`config.mk`:
```
export PLATFORM = sky130hd
export DESIGN_NAME = sm_alu_pipe
export DESIGN_NICKNAME = d
export VERILOG_FILES = /design/src/rtl/fp_pkg.sv /design/src/rtl/fp_lzc.sv /design/src/rtl/sm_alu_pipe.sv
export SDC_FILE = /design/constraint.sdc
export NUM_CORES = 1
export LEC_CHECK = 0
export ABC_AREA = 1
export CAP_MARGIN = 10
export CORE_AREA = 2 2 128 130
export CTS_CLUSTER_DIAMETER = 120
export DETAILED_ROUTE_END_ITERATION = 10
export DIE_AREA = 0 0 130 132
export PLACE_DENSITY = 0.72
export SLEW_MARGIN = 20
export SYNTH_ARGS = -nofsm -noshare
export SYNTH_HDL_FRONTEND = slang
export SYNTH_HIERARCHICAL = 1
export SYNTH_SLANG_ARGS = --single-unit
export TNS_END_PERCENT = 10
```
`constraint.sdc`:
```
create_clock -name clk -period 5.9 [get_ports clk]
set_input_delay 1.18 -clock clk [delete_from_list [all_inputs] [get_ports clk]]
set_output_delay 1.18 -clock clk [all_outputs]
set_load 0.005 [all_outputs]
```
`src/rtl/fp_pkg.sv`:
```
// rtl/fp_pkg.sv - shared constants and operand type for the sign-magnitude ALU
package fp_pkg;

  localparam int DATA_WIDTH_DEF = 24;

  // Meaning of the symbol input: select A+B or A-B.
  localparam logic SYMBOL_ADD = 1'b0;
  localparam logic SYMBOL_SUB = 1'b1;

  typedef struct packed {
    logic                      sign;
    logic [DATA_WIDTH_DEF-1:0] magnitude;
  } operand_t;

endpackage

```
`src/rtl/fp_lzc.sv`:
```
// rtl/fp_lzc.sv - leading-zero counter
// Ports:
//   data_i  [WIDTH]             value to scan, MSB first
//   count_o [clog2(WIDTH+1)]    number of zeros above the highest set bit, WIDTH when data_i==0
module fp_lzc #(
  parameter int WIDTH = 25
) (
  input  logic [WIDTH-1:0]             data_i,
  output logic [$clog2(WIDTH+1)-1:0]   count_o
);

  localparam int CW = $clog2(WIDTH + 1);

  // Scan upward so the highest set bit writes last and wins.
  always_comb begin
    count_o = CW'(WIDTH);
    for (int i = 0; i < WIDTH; i++) begin
      if (data_i[i]) begin
        count_o = CW'(WIDTH - 1 - i);
      end
    end
  end

endmodule

```
`src/rtl/sm_alu_pipe.sv`:
```
// rtl/sm_alu_pipe.sv - two-stage sign-magnitude add/subtract pipeline with valid/ready handshakes
// Optional feature macro: SM_ALU_PIPE_LZC_EN adds the lz_count output.
// Ports:
//   clk, rst              clock, synchronous active-high reset
//   in_valid / in_ready   input handshake for one operand set
//   a, b [W]              unsigned magnitudes
//   sign_a, sign_b        operand signs, 1 = negative
//   symbol                0 = A+B, 1 = A-B
//   out_valid / out_ready output handshake
//   out [W+1]             result magnitude, MSB = carry of an effective add
//   sign_out              result sign, never set for a zero result
//   lz_count              (macro only) leading zeros of out over W+1 bits
module sm_alu_pipe
  import fp_pkg::*;
#(
  parameter int DATA_WIDTH = DATA_WIDTH_DEF
) (
  input  logic                  clk,
  input  logic                  rst,
  input  logic                  in_valid,
  output logic                  in_ready,
  input  logic [DATA_WIDTH-1:0] a,
  input  logic [DATA_WIDTH-1:0] b,
  input  logic                  sign_a,
  input  logic                  sign_b,
  input  logic                  symbol,
  output logic                  out_valid,
  input  logic                  out_ready,
  output logic [DATA_WIDTH:0]   out,
  output logic                  sign_out
`ifdef SM_ALU_PIPE_LZC_EN
  ,
  output logic [$clog2(DATA_WIDTH+2)-1:0] lz_count
`endif
);

  localparam int W = DATA_WIDTH;

  // Stage 1: captured operands and effective operation.
  logic         s1_valid_q, s1_valid_d;
  logic [W-1:0] s1_a_q, s1_a_d;
  logic [W-1:0] s1_b_q, s1_b_d;
  logic         s1_sign_a_q, s1_sign_a_d;
  logic         s1_eff_sub_q, s1_eff_sub_d;

  // Stage 2: registered result.
  logic         s2_valid_q, s2_valid_d;
  logic [W:0]   s2_out_q, s2_out_d;
  logic         s2_sign_q, s2_sign_d;

  logic         s2_load;
  logic         s1_adv;
  logic         in_fire;

  logic [W:0]   res_mag;
  logic         res_sign;

  // S2 is free when empty or draining; S1 may move whenever S2 takes its
  // content or it holds nothing, which lets a full pipe shift without a bubble.
  assign s2_load  = ~s2_valid_q | out_ready;
  assign s1_adv   = s2_load | ~s1_valid_q;
  assign in_ready = s1_adv;
  assign in_fire  = in_valid & in_ready;

  always_comb begin
    s1_valid_d   = s1_valid_q;
    s1_a_d       = s1_a_q;
    s1_b_d       = s1_b_q;
    s1_sign_a_d  = s1_sign_a_q;
    s1_eff_sub_d = s1_eff_sub_q;
    if (s1_adv) begin
      s1_valid_d = in_fire;
      if (in_fire) begin
        s1_a_d       = a;
        s1_b_d       = b;
        s1_sign_a_d  = sign_a;
        s1_eff_sub_d = sign_a ^ (symbol == SYMBOL_SUB) ^ sign_b;
      end
    end
  end

  // Magnitude arithmetic: add with carry, or subtract the smaller from the
  // larger so the result is always a non-negative magnitude.
  always_comb begin
    res_mag  = '0;
    res_sign = s1_sign_a_q;
    if (!s1_eff_sub_q) begin
      res_mag  = {1'b0, s1_a_q} + {1'b0, s1_b_q};
      res_sign = s1_sign_a_q;
    end else if (s1_a_q >= s1_b_q) begin
      res_mag  = {1'b0, s1_a_q - s1_b_q};
      res_sign = s1_sign_a_q;
    end else begin
      res_mag  = {1'b0, s1_b_q - s1_a_q};
      res_sign = ~s1_sign_a_q;
    end
    if (res_mag == '0) begin
      res_sign = 1'b0;
    end
  end

  always_comb begin
    s2_valid_d = s2_valid_q;
    s2_out_d   = s2_out_q;
    s2_sign_d  = s2_sign_q;
    if (s2_load) begin
      s2_valid_d = s1_valid_q;
      if (s1_valid_q) begin
        s2_out_d  = res_mag;
        s2_sign_d = res_sign;
      end
    end
  end

  always_ff @(posedge clk) begin
    if (rst) begin
      s1_valid_q   <= 1'b0;
      s1_a_q       <= '0;
      s1_b_q       <= '0;
      s1_sign_a_q  <= 1'b0;
      s1_eff_sub_q <= 1'b0;
      s2_valid_q   <= 1'b0;
      s2_out_q     <= '0;
      s2_sign_q    <= 1'b0;
    end else begin
      s1_valid_q   <= s1_valid_d;
      s1_a_q       <= s1_a_d;
      s1_b_q       <= s1_b_d;
      s1_sign_a_q  <= s1_sign_a_d;
      s1_eff_sub_q <= s1_eff_sub_d;
      s2_valid_q   <= s2_valid_d;
      s2_out_q     <= s2_out_d;
      s2_sign_q    <= s2_sign_d;
    end
  end

  assign out_valid = s2_valid_q;
  assign out       = s2_out_q;
  assign sign_out  = s2_sign_q;

`ifdef SM_ALU_PIPE_LZC_EN
  localparam int LZW = $clog2(W + 2);

  logic [LZW-1:0] lz_res;
  logic [LZW-1:0] lz_q, lz_d;

  fp_lzc #(
    .WIDTH (W + 1)
  ) u_lzc (
    .data_i  (res_mag),
    .count_o (lz_res)
  );

  // Loaded together with the S2 result so the count always describes out.
  always_comb begin
    lz_d = lz_q;
    if (s2_load && s1_valid_q) begin
      lz_d = lz_res;
    end
  end

  always_ff @(posedge clk) begin
    if (rst) begin
      lz_q <= LZW'(W + 1);
    end else begin
      lz_q <= lz_d;
    end
  end

  assign lz_count = lz_q;
`endif

endmodule

```
# ---- Word level (Yosys, flattened, before mapping)
# Cells that the tools add are included.
dict set report op_classes {
  magnitude_cmp 1
  n_mux 5
  bitwise 8
  addsub 3
  reduce_logical 3
}
# cell count
set op_table {}
lappend op_table {{subtractor 24 bit} 2}
lappend op_table {{adder 24 x 24 -> 25 bit} 1}
lappend op_table {{zero test 25 bit} 1}
lappend op_table {{two-way mux 25 bit} 1}
lappend op_table {{greater-or-equal comparator 24 bit} 1}
lappend op_table {{two-way mux 24 bit} 1}
lappend op_table {{AND reduction 2 bit} 2}
lappend op_table {{two-way mux 1 bit} 3}
lappend op_table {{NOT 1 bit} 3}
lappend op_table {{bitwise OR 1 bit} 2}
lappend op_table {{XOR 1 bit} 2}
lappend op_table {{AND 1 bit} 1}
dict set report word_totals {
  out_inout_bits 28
  wordCells 28
  ff_bits 78
  input_bits 55
}

# ---- Logic depth before layout (Yosys ltp)
dict set report depth {
  ltp_word 5
  depth_mapped 23
  ltp_nobuf 22
}

# ---- Worst setup path before layout
# Ideal clock, no wire load.
dict set report synth_timing {
  kind {input to output}
  from {in out_ready}
  to {out in_ready}
  n_path_buf 0
  path_stages 2
  t_required_ns 4.720
  setup_slack_ns 3.391
  t_arrival_ns 1.329
  cell_sequence {inv_1 nand3_1}
}
dict set report synth_via {
  elab_chain_len 2
}
# element line
set synth_rtl {}
lappend synth_rtl {{from (decl)} sm_alu_pipe.sv:28} ;# input logic out_ready,
lappend synth_rtl {{bitwise OR 1 bit} sm_alu_pipe.sv:60} ;# assign s2_load = ~s2_valid_q | out_ready;
lappend synth_rtl {{bitwise OR 1 bit} sm_alu_pipe.sv:61} ;# assign s1_adv = s2_load | ~s1_valid_q;
lappend synth_rtl {{to (decl)} sm_alu_pipe.sv:21} ;# output logic in_ready,
# Every way passes these cells.

# ---- Final worst setup path
# Ends and elaborated chain as after synthesis.

==> flow_summary.ini <==
[job]
drv.max_cap_violation_count = 0

[worst_setup_path]
crit_path_end_kind = output port
cp_top_family = buffers and inverters
timing.critical_path.slowest_stage_cell = sky130_fd_sc_hd__clkdlybuf4s50_1
path_max_fanout = 3
worst_path_largest_cell_delay_ns = 0.52
timing_worst_setup_path_type = input port to output port
timing.critical_path.buf_inv = 3
critical_path_arrival_ns = 2.33
path_cells = clkdlybuf4s50_1, inv_1, nand3_1, clkdlybuf4s50_1
start_kind = input port
required_ns = 4.72
worst_path_most_repeated_cell = sky130_fd_sc_hd__clkdlybuf4s50_1

[sta]
timing.clock.skew_ns = 0.00918
achievable-frequency_ghz = 0.285
finalHoldViolations = 0
finalMaxSlewViolations = 0
relSlewSlack = 0.536
period_share = 0.595
grt_setup_unrepaired = no
setup-violations-final = 0
setup_total_negative_slack_ns = 0
post-route-min-period_ns = 3.51
max_slew.worst_pin.slew_ns = 0.695
timing.hold.ws_ns = 0.470

[worst_hold_path]
timing.hold.worst.class = register to register

[place]
portBuffers = 82
detailedPlacementHpwl_um = 20900
gp_congestion = 0.981

[clock_tree]
cts_inserted_buffers = 9
htree_levels = 3
ctsResizeCount = 0
clock-sinks = 78
tritoncts = yes
clock_insertion_delay_worst_skew_ns = 0.36
cts-root-buf = sky130_fd_sc_hd__clkbuf_16
holdBufCountCts = 0
cts_setup_buffers = 0
clk_transition_reported_paths_ns = 0.06
cts_buffer_depth = 2

[routing]
drt-initial-drc-count = 917
met2_length_um = 11600
highest-signal-layer = met4
drt_pre_antenna_iters = 7
routedLengthMet1_um = 11500
drt.antenna.violating_nets = 0
wl_met3_um = 2260
routedWlPerCell_um = 14.9
detailroute.via_count = 9321
route.detailed.vias_per_inst = 5.27
drcViolationCount = 0
final_wl_um = 26300

[floorplanning]
initial_core_util = 0.541
row_count = 46
floorplan.core_area_mm2 = 0.0157
fp.dieW_um = 130
die_height_um = 132
die_area_mm2 = 0.0172
io_pins = 83

[global_routing]
grt_pass1_wl_um = 42000
aggregate_global_routing_overflow = 0
first_global_vias = 8482
antenna_violations_before_repair = 0
largest_net_degree_at_the_start_of_global_routing = 77
global_route.usage.total = 0.310

[power_and_ir_drop]
max_rail_drop_vdd_uv = 147
leakage_nw = 5.25
cellPowerDensity_mw_per_mm2 = 231

[final_layout]
filler_cell_count_in_the_final_layout = 1645
post_route_cells_drive_above_1_share = 0.0522
area_delta_synth_final_pct = 12.9
ff_latch_area_mm2 = 0.00156
diode_count = 0
final_nets = 1682
multi_input_comb_area_mm2 = 0.00566

[status]
run_status = finished clean

[yosys]
synth.cell_area_mm2 = 0.00850
synth_cell_types = 41
ys_seq_elements = 78
synth.yosys.warnings = 6
netlist_instances = 1503
synth.yosys.seq_area_share = 0.184
syn_nets = 1636
synth.avg_cell_area_um2 = 5.66
-- cells in the mapped netlist --
master                     instances  area (um2)
sky130_fd_sc_hd__nand3_4           1        17.5
sky130_fd_sc_hd__nor2_2            9        56.3
sky130_fd_sc_hd__nand3_1          73         365
sky130_fd_sc_hd__a21o_1            2        15.0
sky130_fd_sc_hd__xnor2_1           3        26.3
sky130_fd_sc_hd__nand3b_1          1        7.51
sky130_fd_sc_hd__inv_2            20        75.1
sky130_fd_sc_hd__buf_6             9         101
sky130_fd_sc_hd__nand4_1          19         119
sky130_fd_sc_hd__nor3_2            1        10.0
sky130_fd_sc_hd__o211ai_1          9        67.6
sky130_fd_sc_hd__nand2_1         538        2020
sky130_fd_sc_hd__buf_1             2        7.51
sky130_fd_sc_hd__nor4_2            2        25.0
sky130_fd_sc_hd__a21oi_1         114         571
sky130_fd_sc_hd__o22ai_1           1        6.26
sky130_fd_sc_hd__xor2_1           16         140
sky130_fd_sc_hd__nor3_1            4        20.0
sky130_fd_sc_hd__clkinv_1          4        15.0
sky130_fd_sc_hd__clkbuf_1         23        86.3
sky130_fd_sc_hd__a211oi_1          1        7.51
sky130_fd_sc_hd__nor2_4            3        33.8
sky130_fd_sc_hd__nor2_1          116         435
sky130_fd_sc_hd__a31oi_1           2        12.5
sky130_fd_sc_hd__inv_1           233         875
sky130_fd_sc_hd__mux2i_1           1        10.0
sky130_fd_sc_hd__buf_2             3        15.0
sky130_fd_sc_hd__or2_1             1        6.26
sky130_fd_sc_hd__nand2_2          16         100
sky130_fd_sc_hd__buf_4            13        97.6
sky130_fd_sc_hd__a21boi_1          1        7.51
sky130_fd_sc_hd__fa_1              3        60.1
sky130_fd_sc_hd__inv_4             1        6.26
sky130_fd_sc_hd__o21ai_1           9        45.0
sky130_fd_sc_hd__o21ai_0          82         410
sky130_fd_sc_hd__ha_1             75         938
sky130_fd_sc_hd__nand3_2           1        10.0
sky130_fd_sc_hd__o21bai_1          4        30.0
sky130_fd_sc_hd__dfxtp_1          78        1560
sky130_fd_sc_hd__a21oi_2           5        43.8
sky130_fd_sc_hd__nand2_4           4        45.0
-- power breakdown --
part	total (W)	switching [W]	internal, W
clock network	0.000566	0.000231	0.000335
registers	0.000596	0.0000287	0.000567
logic	0.00105	0.000708	0.000344
total	0.00221	0.000968	0.00125
-- layout by cell type (no fill, tap or decap), drive strengths merged, types with 2 or more instances in the layout --
cell / Yosys / final
clkdlybuf4s50: 0 / 82
xor2: 16 / 16
nand3: 75 / 75
buf: 27 / 3
ha: 75 / 75
a21oi: 119 / 119
o211ai: 9 / 9
a21o: 2 / 2
nor2: 128 / 128
o21bai: 4 / 4
clkbuf: 23 / 11
nand2: 558 / 558
nor3: 5 / 5
nor4: 2 / 2
o21ai: 91 / 91
nand4: 19 / 19
inv: 254 / 254
xnor2: 3 / 3
a31oi: 2 / 2
fa: 3 / 3
dfxtp: 78 / 78
clkinv: 4 / 6
-- metrics by stage --
step / instances / worst slack (ns) / area [um2] / util / power, W
2_1_floorplan: 1503 / 3.39 / 8500 / - / 0.00135
3_3_place_gp: 1754 / 2.42 / 9310 / 0.593 / 0.00162
3_5_place_dp: 1754 / 2.39 / 9310 / 0.593 / 0.00162
4_1_cts: 1769 / 2.39 / 9600 / 0.611 / 0.00219
5_1_grt: 1769 / 2.24 / 9600 / 0.611 / 0.00236
6_report: 1769 / 2.39 / 9600 / 0.611 / 0.00221
-- state kept, by name, summed over array words and instances (netlist names) --
signal and flops:
out_valid 1, s1_sign_a_q 1, s1_b_q 24, out 25, s1_a_q 24, s1_eff_sub_q 1
sign_out 1, s1_valid_q 1
-- metal layers --
metal	GRT usage	vias up
li1	-	4721
met1	0.414	4120
met2	0.499	407
met3	0.0499	73
met4	0.116	0
met5	0	-
-- cell families after synthesis --
family | after synthesis | share of synthesized area
AO/OA/AOI/OAI | 230 | 0.143
XOR/XNOR | 19 | 0.0196
adder cells (fa/ha/maj) | 78 | 0.117
buffers and inverters | 308 | 0.150
flip-flops | 78 | 0.184
multiplexers | 1 | 0.00118
AND/OR/NAND/NOR | 789 | 0.385
-- path summary, 6_finish.rpt --
kind	start	end	slack [ns]	cells past startpoint
max	out_ready	in_ready	2.39	4
max reg2reg	s1_a_q[20]	sign_out	2.58	19
min reg2reg	s1_sign_a_q	s1_sign_a_q	0.47	2
min	s1_sign_a_q	s1_sign_a_q	0.47	2
-- worst reg2reg max path: stages (launching register included) --
cell and delay [ns]:
sky130_fd_sc_hd__dfxtp_1 0.37, sky130_fd_sc_hd__inv_1 0.07, sky130_fd_sc_hd__ha_1 0.63, sky130_fd_sc_hd__nand2_2 0.16
sky130_fd_sc_hd__nor2_2 0.20, sky130_fd_sc_hd__nand2_1 0.11, sky130_fd_sc_hd__clkinv_1 0.09, sky130_fd_sc_hd__nand2_1 0.09
sky130_fd_sc_hd__nand3_4 0.32, sky130_fd_sc_hd__inv_4 0.20, sky130_fd_sc_hd__nand2_1 0.10, sky130_fd_sc_hd__nand2_1 0.06
sky130_fd_sc_hd__a21boi_1 0.22, sky130_fd_sc_hd__nand2_1 0.09, sky130_fd_sc_hd__nor2_1 0.15, sky130_fd_sc_hd__nand2_1 0.09
sky130_fd_sc_hd__nor2_1 0.08, sky130_fd_sc_hd__nand2_1 0.05, sky130_fd_sc_hd__nand2_1 0.05, sky130_fd_sc_hd__a21oi_1 0.05
-- cell type report --
class                           instances  area share
Clock buffer                           11      0.0253
Clock inverter                          4     0.00495
Inverter                              258       0.101
Multi-Input combinational cell       1117       0.590
Sequential cell                        78       0.163
Tap cell                              216      0.0282
Timing Repair Buffer                   85      0.0878
Note: power is estimated with default switching activity, not from simulation.
